### config.mk
export PLATFORM = sky130hd
export DESIGN_NAME = apu_frame_sequencer
export DESIGN_NICKNAME = d
export VERILOG_FILES = /design/src/rtl/apu_frame_sequencer.sv
export SDC_FILE = /design/constraint.sdc
export NUM_CORES = 1
export LEC_CHECK = 0
export CAP_MARGIN = 20
export CORE_MARGIN = 8
export CORE_UTILIZATION = 49
export CTS_CLUSTER_SIZE = 24
export DETAILED_ROUTE_END_ITERATION = 12
export MAX_ROUTING_LAYER = met4
export PLACE_DENSITY = 0.72
export SLEW_MARGIN = 30
export SYNTH_ARGS = -nofsm -noshare
export SYNTH_HDL_FRONTEND = slang
export SYNTH_SLANG_ARGS = --single-unit
### constraint.sdc
create_clock -name clk_in -period 3.4 [get_ports clk_in]
set_input_delay 0.85 -clock clk_in [delete_from_list [all_inputs] [get_ports clk_in]]
set_output_delay 0.85 -clock clk_in [all_outputs]
set_load 0.01 [all_outputs]
### src/rtl/apu_frame_sequencer.sv
// -----------------------------------------------------------------------------
// apu_frame_sequencer
//
// Frame sequencer for the APU. Counts CPU cycles and emits quarter-frame
// (envelope / linear counter) and half-frame (length counter / sweep) pulses
// in either the 4-step or the 5-step sequence. In 4-step mode it also raises
// the frame IRQ at the end of the sequence. A $4017 write selects the mode and
// IRQ inhibit, then restarts the sequence a few CPU cycles later.
//
// Ports
//   clk_in             : system clock (single clock domain)
//   rst_in             : synchronous, active-high reset
//   cpu_cycle_pulse_in : one-clk strobe per CPU cycle
//   wr_in              : $4017 write strobe, one clk wide
//   d_in[7:0]          : $4017 data; [7] = mode (1 = 5-step), [6] = IRQ inhibit
//   irq_clr_in         : $4015 read strobe, clears the frame IRQ flag
//   eg_pulse_out       : quarter-frame pulse, one clk wide
//   lc_pulse_out       : half-frame pulse, one clk wide
//   irq_out            : frame IRQ flag level
//   mode_out           : currently latched sequencer mode
// -----------------------------------------------------------------------------
module apu_frame_sequencer #(
    parameter int unsigned RESET_DELAY = 3
) (
    input  logic       clk_in,
    input  logic       rst_in,
    input  logic       cpu_cycle_pulse_in,
    input  logic       wr_in,
    input  logic [7:0] d_in,
    input  logic       irq_clr_in,
    output logic       eg_pulse_out,
    output logic       lc_pulse_out,
    output logic       irq_out,
    output logic       mode_out
);

    localparam logic [15:0] CNT_STEP1     = 16'd7456;
    localparam logic [15:0] CNT_STEP2     = 16'd14912;
    localparam logic [15:0] CNT_STEP3     = 16'd22370;
    localparam logic [15:0] CNT_4STEP_END = 16'd29829;
    localparam logic [15:0] CNT_5STEP_END = 16'd37281;
    localparam logic [2:0]  DELAY_LOAD    = 3'(RESET_DELAY);

    typedef enum logic [0:0] {
        ST_RUN  = 1'b0,
        ST_PEND = 1'b1
    } state_e;

    state_e      state_q,   state_d;
    logic [15:0] cnt_q,     cnt_d;
    logic [2:0]  dly_q,     dly_d;
    logic        mode_q,    mode_d;
    logic        inhibit_q, inhibit_d;
    logic        irq_q,     irq_d;
    logic        eg_q,      eg_d;
    logic        lc_q,      lc_d;

    logic        quarter_s;
    logic        half_s;
    logic        irq_set_s;
    logic        wrap_s;
    logic        restart_s;

    // Only the two top data bits carry meaning for $4017.
    logic        unused_d_bits_s;
    assign unused_d_bits_s = ^d_in[5:0];

    // Decode sequence events from the current count on a CPU cycle.
    always_comb begin
        quarter_s = 1'b0;
        half_s    = 1'b0;
        irq_set_s = 1'b0;
        wrap_s    = 1'b0;
        if (cpu_cycle_pulse_in) begin
            case (cnt_q)
                CNT_STEP1: begin
                    quarter_s = 1'b1;
                end
                CNT_STEP2: begin
                    quarter_s = 1'b1;
                    half_s    = 1'b1;
                end
                CNT_STEP3: begin
                    quarter_s = 1'b1;
                end
                CNT_4STEP_END: begin
                    if (!mode_q) begin
                        quarter_s = 1'b1;
                        half_s    = 1'b1;
                        irq_set_s = 1'b1;
                        wrap_s    = 1'b1;
                    end else begin
                        wrap_s    = 1'b0;
                    end
                end
                CNT_5STEP_END: begin
                    if (mode_q) begin
                        quarter_s = 1'b1;
                        half_s    = 1'b1;
                        wrap_s    = 1'b1;
                    end else begin
                        wrap_s    = 1'b0;
                    end
                end
                default: begin
                    wrap_s = 1'b0;
                end
            endcase
        end else begin
            wrap_s = 1'b0;
        end
    end

    // RUN/PEND state machine: a write (re)loads the restart delay, CPU cycles
    // in PEND count it down, and the 1 -> 0 step fires the restart.
    always_comb begin
        state_d   = state_q;
        dly_d     = dly_q;
        mode_d    = mode_q;
        inhibit_d = inhibit_q;
        restart_s = 1'b0;
        if (wr_in) begin
            state_d   = ST_PEND;
            dly_d     = DELAY_LOAD;
            mode_d    = d_in[7];
            inhibit_d = d_in[6];
        end else if ((state_q == ST_PEND) && cpu_cycle_pulse_in) begin
            // A zero delay can only come from an out-of-range parameter;
            // treat it like 1 so PEND can never get stuck.
            if (dly_q <= 3'd1) begin
                restart_s = 1'b1;
                state_d   = ST_RUN;
                dly_d     = 3'd0;
            end else begin
                dly_d     = dly_q - 3'd1;
            end
        end else begin
            state_d = state_q;
        end
    end

    // Cycle counter, output pulses and IRQ flag next state.
    always_comb begin
        cnt_d = cnt_q;
        eg_d  = 1'b0;
        lc_d  = 1'b0;
        irq_d = irq_q;

        // A restart replaces whatever was decoded in the same cycle.
        if (restart_s) begin
            cnt_d = 16'd0;
            eg_d  = mode_q;
            lc_d  = mode_q;
        end else if (cpu_cycle_pulse_in) begin
            cnt_d = wrap_s ? 16'd0 : (cnt_q + 16'd1);
            eg_d  = quarter_s;
            lc_d  = half_s;
        end else begin
            cnt_d = cnt_q;
        end

        // Read-clear loses to a simultaneous set; an inhibiting write clears last.
        if (irq_clr_in) begin
            irq_d = 1'b0;
        end else begin
            irq_d = irq_q;
        end
        if (irq_set_s && !restart_s && !inhibit_q) begin
            irq_d = 1'b1;
        end else begin
            irq_d = irq_d;
        end
        if (wr_in && d_in[6]) begin
            irq_d = 1'b0;
        end else begin
            irq_d = irq_d;
        end
    end

    // State registers with synchronous reset that overrides every other input.
    always_ff @(posedge clk_in) begin
        if (rst_in) begin
            state_q   <= ST_RUN;
            cnt_q     <= 16'd0;
            dly_q     <= 3'd0;
            mode_q    <= 1'b0;
            inhibit_q <= 1'b0;
            irq_q     <= 1'b0;
            eg_q      <= 1'b0;
            lc_q      <= 1'b0;
        end else begin
            state_q   <= state_d;
            cnt_q     <= cnt_d;
            dly_q     <= dly_d;
            mode_q    <= mode_d;
            inhibit_q <= inhibit_d;
            irq_q     <= irq_d;
            eg_q      <= eg_d;
            lc_q      <= lc_d;
        end
    end

    assign eg_pulse_out = eg_q;
    assign lc_pulse_out = lc_q;
    assign irq_out      = irq_q;
    assign mode_out     = mode_q;

endmodule

==> summary.md <==
| Metric | Value |
|---|---|
| CTS tree | `built` |
| Setup repair after global routing missed its margin | `no` |
| Terminus of the critical flop-to-flop path | `cnt_q[8]$_SDFFE_PP0P_` |
| Switching part of the total | `24.06%` |
| Final Hold Fails | `0` |
| Worst Hold Margin | `0.5015 ns` |
| Cells taking the most area after synthesis | `sky130_fd_sc_hd__dfxtp_1, sky130_fd_sc_hd__nor2_1, sky130_fd_sc_hd__xnor2_1` |
| Synth Cell Area | `1359 sq um` |
| Required @ worst endpoint | `3.64 ns` |
| Total iterations of the first detailed-routing run | `4` |
| Register area | `500.5 sq um` |
| Filler cell count in the final layout | `242` |
| Port Buffer Count | `10` |
| Measured slew at the worst slew-check pin | `0.5546 ns` |
| Max Clk Rate | `435.6 MHz` |
| Result of the run | `finished clean` |
| Vias after detailed routing | `1120` |
| Area fraction of the dominant cell type after synthesis | `36.83%` |
| Highest-delay cell along the critical path | `sky130_fd_sc_hd__clkdlybuf4s50_1` |
| Sum of negative setup slack | `0 ns` |
| Final Net Count | `187` |
| Min-delay src | `irq_out$_SDFFE_PP0P_` |
| Post-Syn Area per Cell | `8.440 sq um` |
| Sw Pwr | `115.5 uW` |
| Peak VDD IR | `0.2173 mV` |
| Final critical-path required period | `2.296 ns` |
| Sequence of cells on the critical path | `clkdlybuf4s50_1 > nor3_1 > nand2_1 > nand2_1 > or4_1 > a221oi_2` |
| Overall global routing resource usage | `13.00%` |
| Half-perimeter wire length after placement | `2018 um` |
| Number of enable-type register cells in the synthesized netlist | `0` |
| Count of warnings emitted by yosys | `0` |
| Number of library cell types mapped by synthesis | `42` |
| Worst hold path type | `flop to flop` |
| Setup violators final | `0` |
| Starting Density | `50.58%` |
| Final worst-path setup slack | `1.104 ns` |
| Vias in the first global route | `1104` |
| Power density relative to cell area | `324.1 nW/um^2` |
| Crit path top cell by count | `sky130_fd_sc_hd__nand2_1` |
| CTS Hold Buffers Added | `0` |
| Worst Setup Path Type | `primary input to flop` |
| Pin count of the biggest net entering global routing | `14` |
| Clock transition at the registers of the reported paths | `0.12 ns` |
| I/O pin count | `17` |
| Flop-to-flop setup slack | `1.46 ns` |
| Crit path arrival time | `2.53 ns` |
| Leak pwr | `0.0004867 uW` |
| Clock insertion delay at the later pin of the skew report | `0.32 ns` |
| Worst Setup End Kind | `flop` |
| Remaining antenna violation count | `0` |
| Tightest slew margin relative to the limit | `63.02%` |
| Cell count of the worst reg-to-reg path | `5` |
| Count of clock tree sinks | `25` |
| Die Wd | `68.66 um` |
| Y dimension of the die | `68.66 um` |
| Share of power burned in combinational logic | `9.0%` |
| Antenna diode count | `0` |
| Minimum setup slack after placement | `0.7570 ns` |
| Flops & latches, synth | `25` |
| Placed insts | `195` |
| Flip-flop cell with the highest count after synthesis | `sky130_fd_sc_hd__dfxtp_1` |
| Async set-or-reset flop fraction in the synthesized netlist | `0%` |
| Starting DRC count in detailed routing | `46` |
| Largest area contributor in the synthesized netlist | `sky130_fd_sc_hd__dfxtp_1` |
| Vias per cell | `5.628` |
| Kind of cell adding the most delay to the critical path | `simple AND/OR/NAND/NOR gates` |
| Worst-case hold path end point | `irq_out$_SDFFE_PP0P_` |
| Max-slew violations | `0` |
| CP Buf/Inv Count | `1` |
| Total grt overflow | `0` |
| Beginning of the worst register-to-register path | `cnt_q[3]$_SDFFE_PP0P_` |
| Average wire per standard cell | `13.23 um` |
| Relative area change from synthesis to final layout | `9.024%` |
| Worst-case clock skew | `0.007601 ns` |
| Post-cts sizing count | `0` |
| Delay contributed by the slowest stage of the critical path | `0.67 ns` |
| Max Cap Viol | `0` |
| Area of the multi-input gates | `785.8 sq um` |
| Max Buffers Root-to-Sink | `2` |
| Internal Pwr Total | `364.6 uW` |
| Post-synthesis instance total | `161` |
| Sequential cell fraction of total power | `63.7%` |
| Relative contribution of the clock network to total power | `27.3%` |
| Total routed wirelength | `2632 um` |
| Antenna violations before repair | `0` |
| H-Tree Depth | `1` |
| Total DRC errors in the routed layout | `0` |
| Wire length of the first global-routing pass | `4705 um` |
| Number of buffers added by the clock tree synthesis step | `3` |
| CP Launch Type | `primary input` |
| Synthesized net count | `179` |
| Fraction of layout cells with a size suffix above 1 | `7.143%` |
| Placeable Area | `2686 sq um` |
| Die footprint | `4714 sq um` |
| Fraction of the yosys area taken by sequential cells | `36.83%` |
| Worst hold path depth | `2` |
| Number of placement rows | `19` |
| Buffer cell driving the clock tree root | `sky130_fd_sc_hd__clkbuf_4` |
| Buffer count from post-CTS setup fixing | `0` |
| Final cell count without fillers | `199` |
| Critical Path Fanout Max | `8` |
| Post-route clock period utilization | `67.52%` |
| Global placer's final weighted congestion | `0.8748` |
## worst reg2reg max path: stages, from the launching register on
cell and delay [ns]:
sky130_fd_sc_hd__dfxtp_1 0.40, sky130_fd_sc_hd__or3_1 0.43, sky130_fd_sc_hd__nor4_2 0.26, sky130_fd_sc_hd__a21oi_2 0.12, sky130_fd_sc_hd__o31ai_4 0.49, sky130_fd_sc_hd__nor2_1 0.11
## registers in the layout, indices dropped and copies added (netlist names)
| register | count |
|---|---|
| cnt_q | 16 |
| mode_out | 1 |
| state_q | 1 |
| inhibit_q | 1 |
| eg_pulse_out | 1 |
| irq_out | 1 |
| dly_q | 3 |
| lc_pulse_out | 1 |
## metal layers
layer	track usage [%]	vias to the layer above	wire, um
met5	-	-	0
met4	6.650	0	71
met3	2.423	9	188
met2	20.91	26	1227
met1	15.11	516	1145
li1	-	569	-
## stage by stage
stage	utilization (%)	cell area, sq um	total power, uW
6_report	55.15	1481	480.2
5_1_grt	55.15	1481	502.6
4_1_cts	55.15	1481	483.4
3_5_place_dp	54.17	1455	355.8
3_3_place_gp	54.17	1455	354.3
2_1_floorplan	-	1359	341.8
## worst max path at each step
| stage | from | end | slack (ns) | cells past startpoint |
|---|---|---|---|---|
| 2_1_floorplan | rst_in | eg_pulse_out$_SDFF_PP0_ | 1.40 | 4 |
| 3_3_place_gp | wr_in | irq_out$_SDFFE_PP0P_ | 0.78 | 6 |
| 3_5_place_dp | wr_in | irq_out$_SDFFE_PP0P_ | 0.76 | 6 |
| 4_1_cts | wr_in | irq_out$_SDFFE_PP0P_ | 1.10 | 6 |
| 5_1_grt | wr_in | irq_out$_SDFFE_PP0P_ | 0.99 | 6 |
| 6_report | wr_in | irq_out$_SDFFE_PP0P_ | 1.10 | 6 |
## synth_stat cells (all sizes together), types with 5 or more instances
master  instances
nor2           26
dfxtp          25
nand2          16
a21oi          11
inv             8
xnor2           8
nor3            7
nand3           6
buf             5
ha              5
xor2            5
## layout by cell type, fill, tap and decap left out
cell                              instances
sky130_fd_sc_hd__nor2_1                  26
sky130_fd_sc_hd__dfxtp_1                 25
sky130_fd_sc_hd__nand2_1                 15
sky130_fd_sc_hd__a21oi_1                 10
sky130_fd_sc_hd__clkdlybuf4s50_1         10
sky130_fd_sc_hd__inv_1                    8
sky130_fd_sc_hd__xnor2_1                  8
sky130_fd_sc_hd__nor3_1                   7
sky130_fd_sc_hd__nand3_1                  6
sky130_fd_sc_hd__xor2_1                   5
sky130_fd_sc_hd__ha_1                     5
sky130_fd_sc_hd__o211ai_1                 4
sky130_fd_sc_hd__nand4_1                  4
sky130_fd_sc_hd__clkbuf_4                 3
sky130_fd_sc_hd__nor4b_2                  2
sky130_fd_sc_hd__nand2b_1                 2
sky130_fd_sc_hd__and3_1                   2
sky130_fd_sc_hd__mux2i_1                  2
sky130_fd_sc_hd__nor4b_1                  2
sky130_fd_sc_hd__or2_1                    2
sky130_fd_sc_hd__nand2_2                  1
sky130_fd_sc_hd__nor4_4                   1
sky130_fd_sc_hd__nand4b_1                 1
sky130_fd_sc_hd__or3_1                    1
sky130_fd_sc_hd__nand3b_1                 1
sky130_fd_sc_hd__nor4_2                   1
sky130_fd_sc_hd__a21oi_2                  1
sky130_fd_sc_hd__nor2b_1                  1
sky130_fd_sc_hd__o22ai_1                  1
sky130_fd_sc_hd__and2_0                   1
sky130_fd_sc_hd__a21o_1                   1
sky130_fd_sc_hd__o31ai_4                  1
sky130_fd_sc_hd__or4_1                    1
sky130_fd_sc_hd__a221oi_2                 1
sky130_fd_sc_hd__o31ai_1                  1
sky130_fd_sc_hd__or4b_2                   1
sky130_fd_sc_hd__nor4_1                   1
sky130_fd_sc_hd__a22o_1                   1
sky130_fd_sc_hd__and2_1                   1
sky130_fd_sc_hd__clkbuf_1                 1
## power by group through the flow
stage,Clock [uW],Sequential (uW),Combinational (uW)
final,131,306,43.4
after global routing,147,307,49.0
after CTS,134,306,43.9
after detailed placement,0,312,43.8
after global placement,0,312,42.6
after floorplan,0,311,31.0
## logic make-up after synthesis
logic type      share of synthesized area, %
fa+ha+maj                              4.604
mux                                    1.473
xor+xnor                               8.379
simple gates                           31.95
compound gates                         11.42
buf+inv                                5.340
flops                                  36.83
## layout make-up
cell class	count	share of cell area (%)
multi-input cells	121	53.04
flip-flops and latches	25	33.78
repair buffers	10	6.757
well taps	31	2.618
inverters	8	2.027
clock buffers	4	1.774
Note: power is estimated with default switching activity, not from simulation.
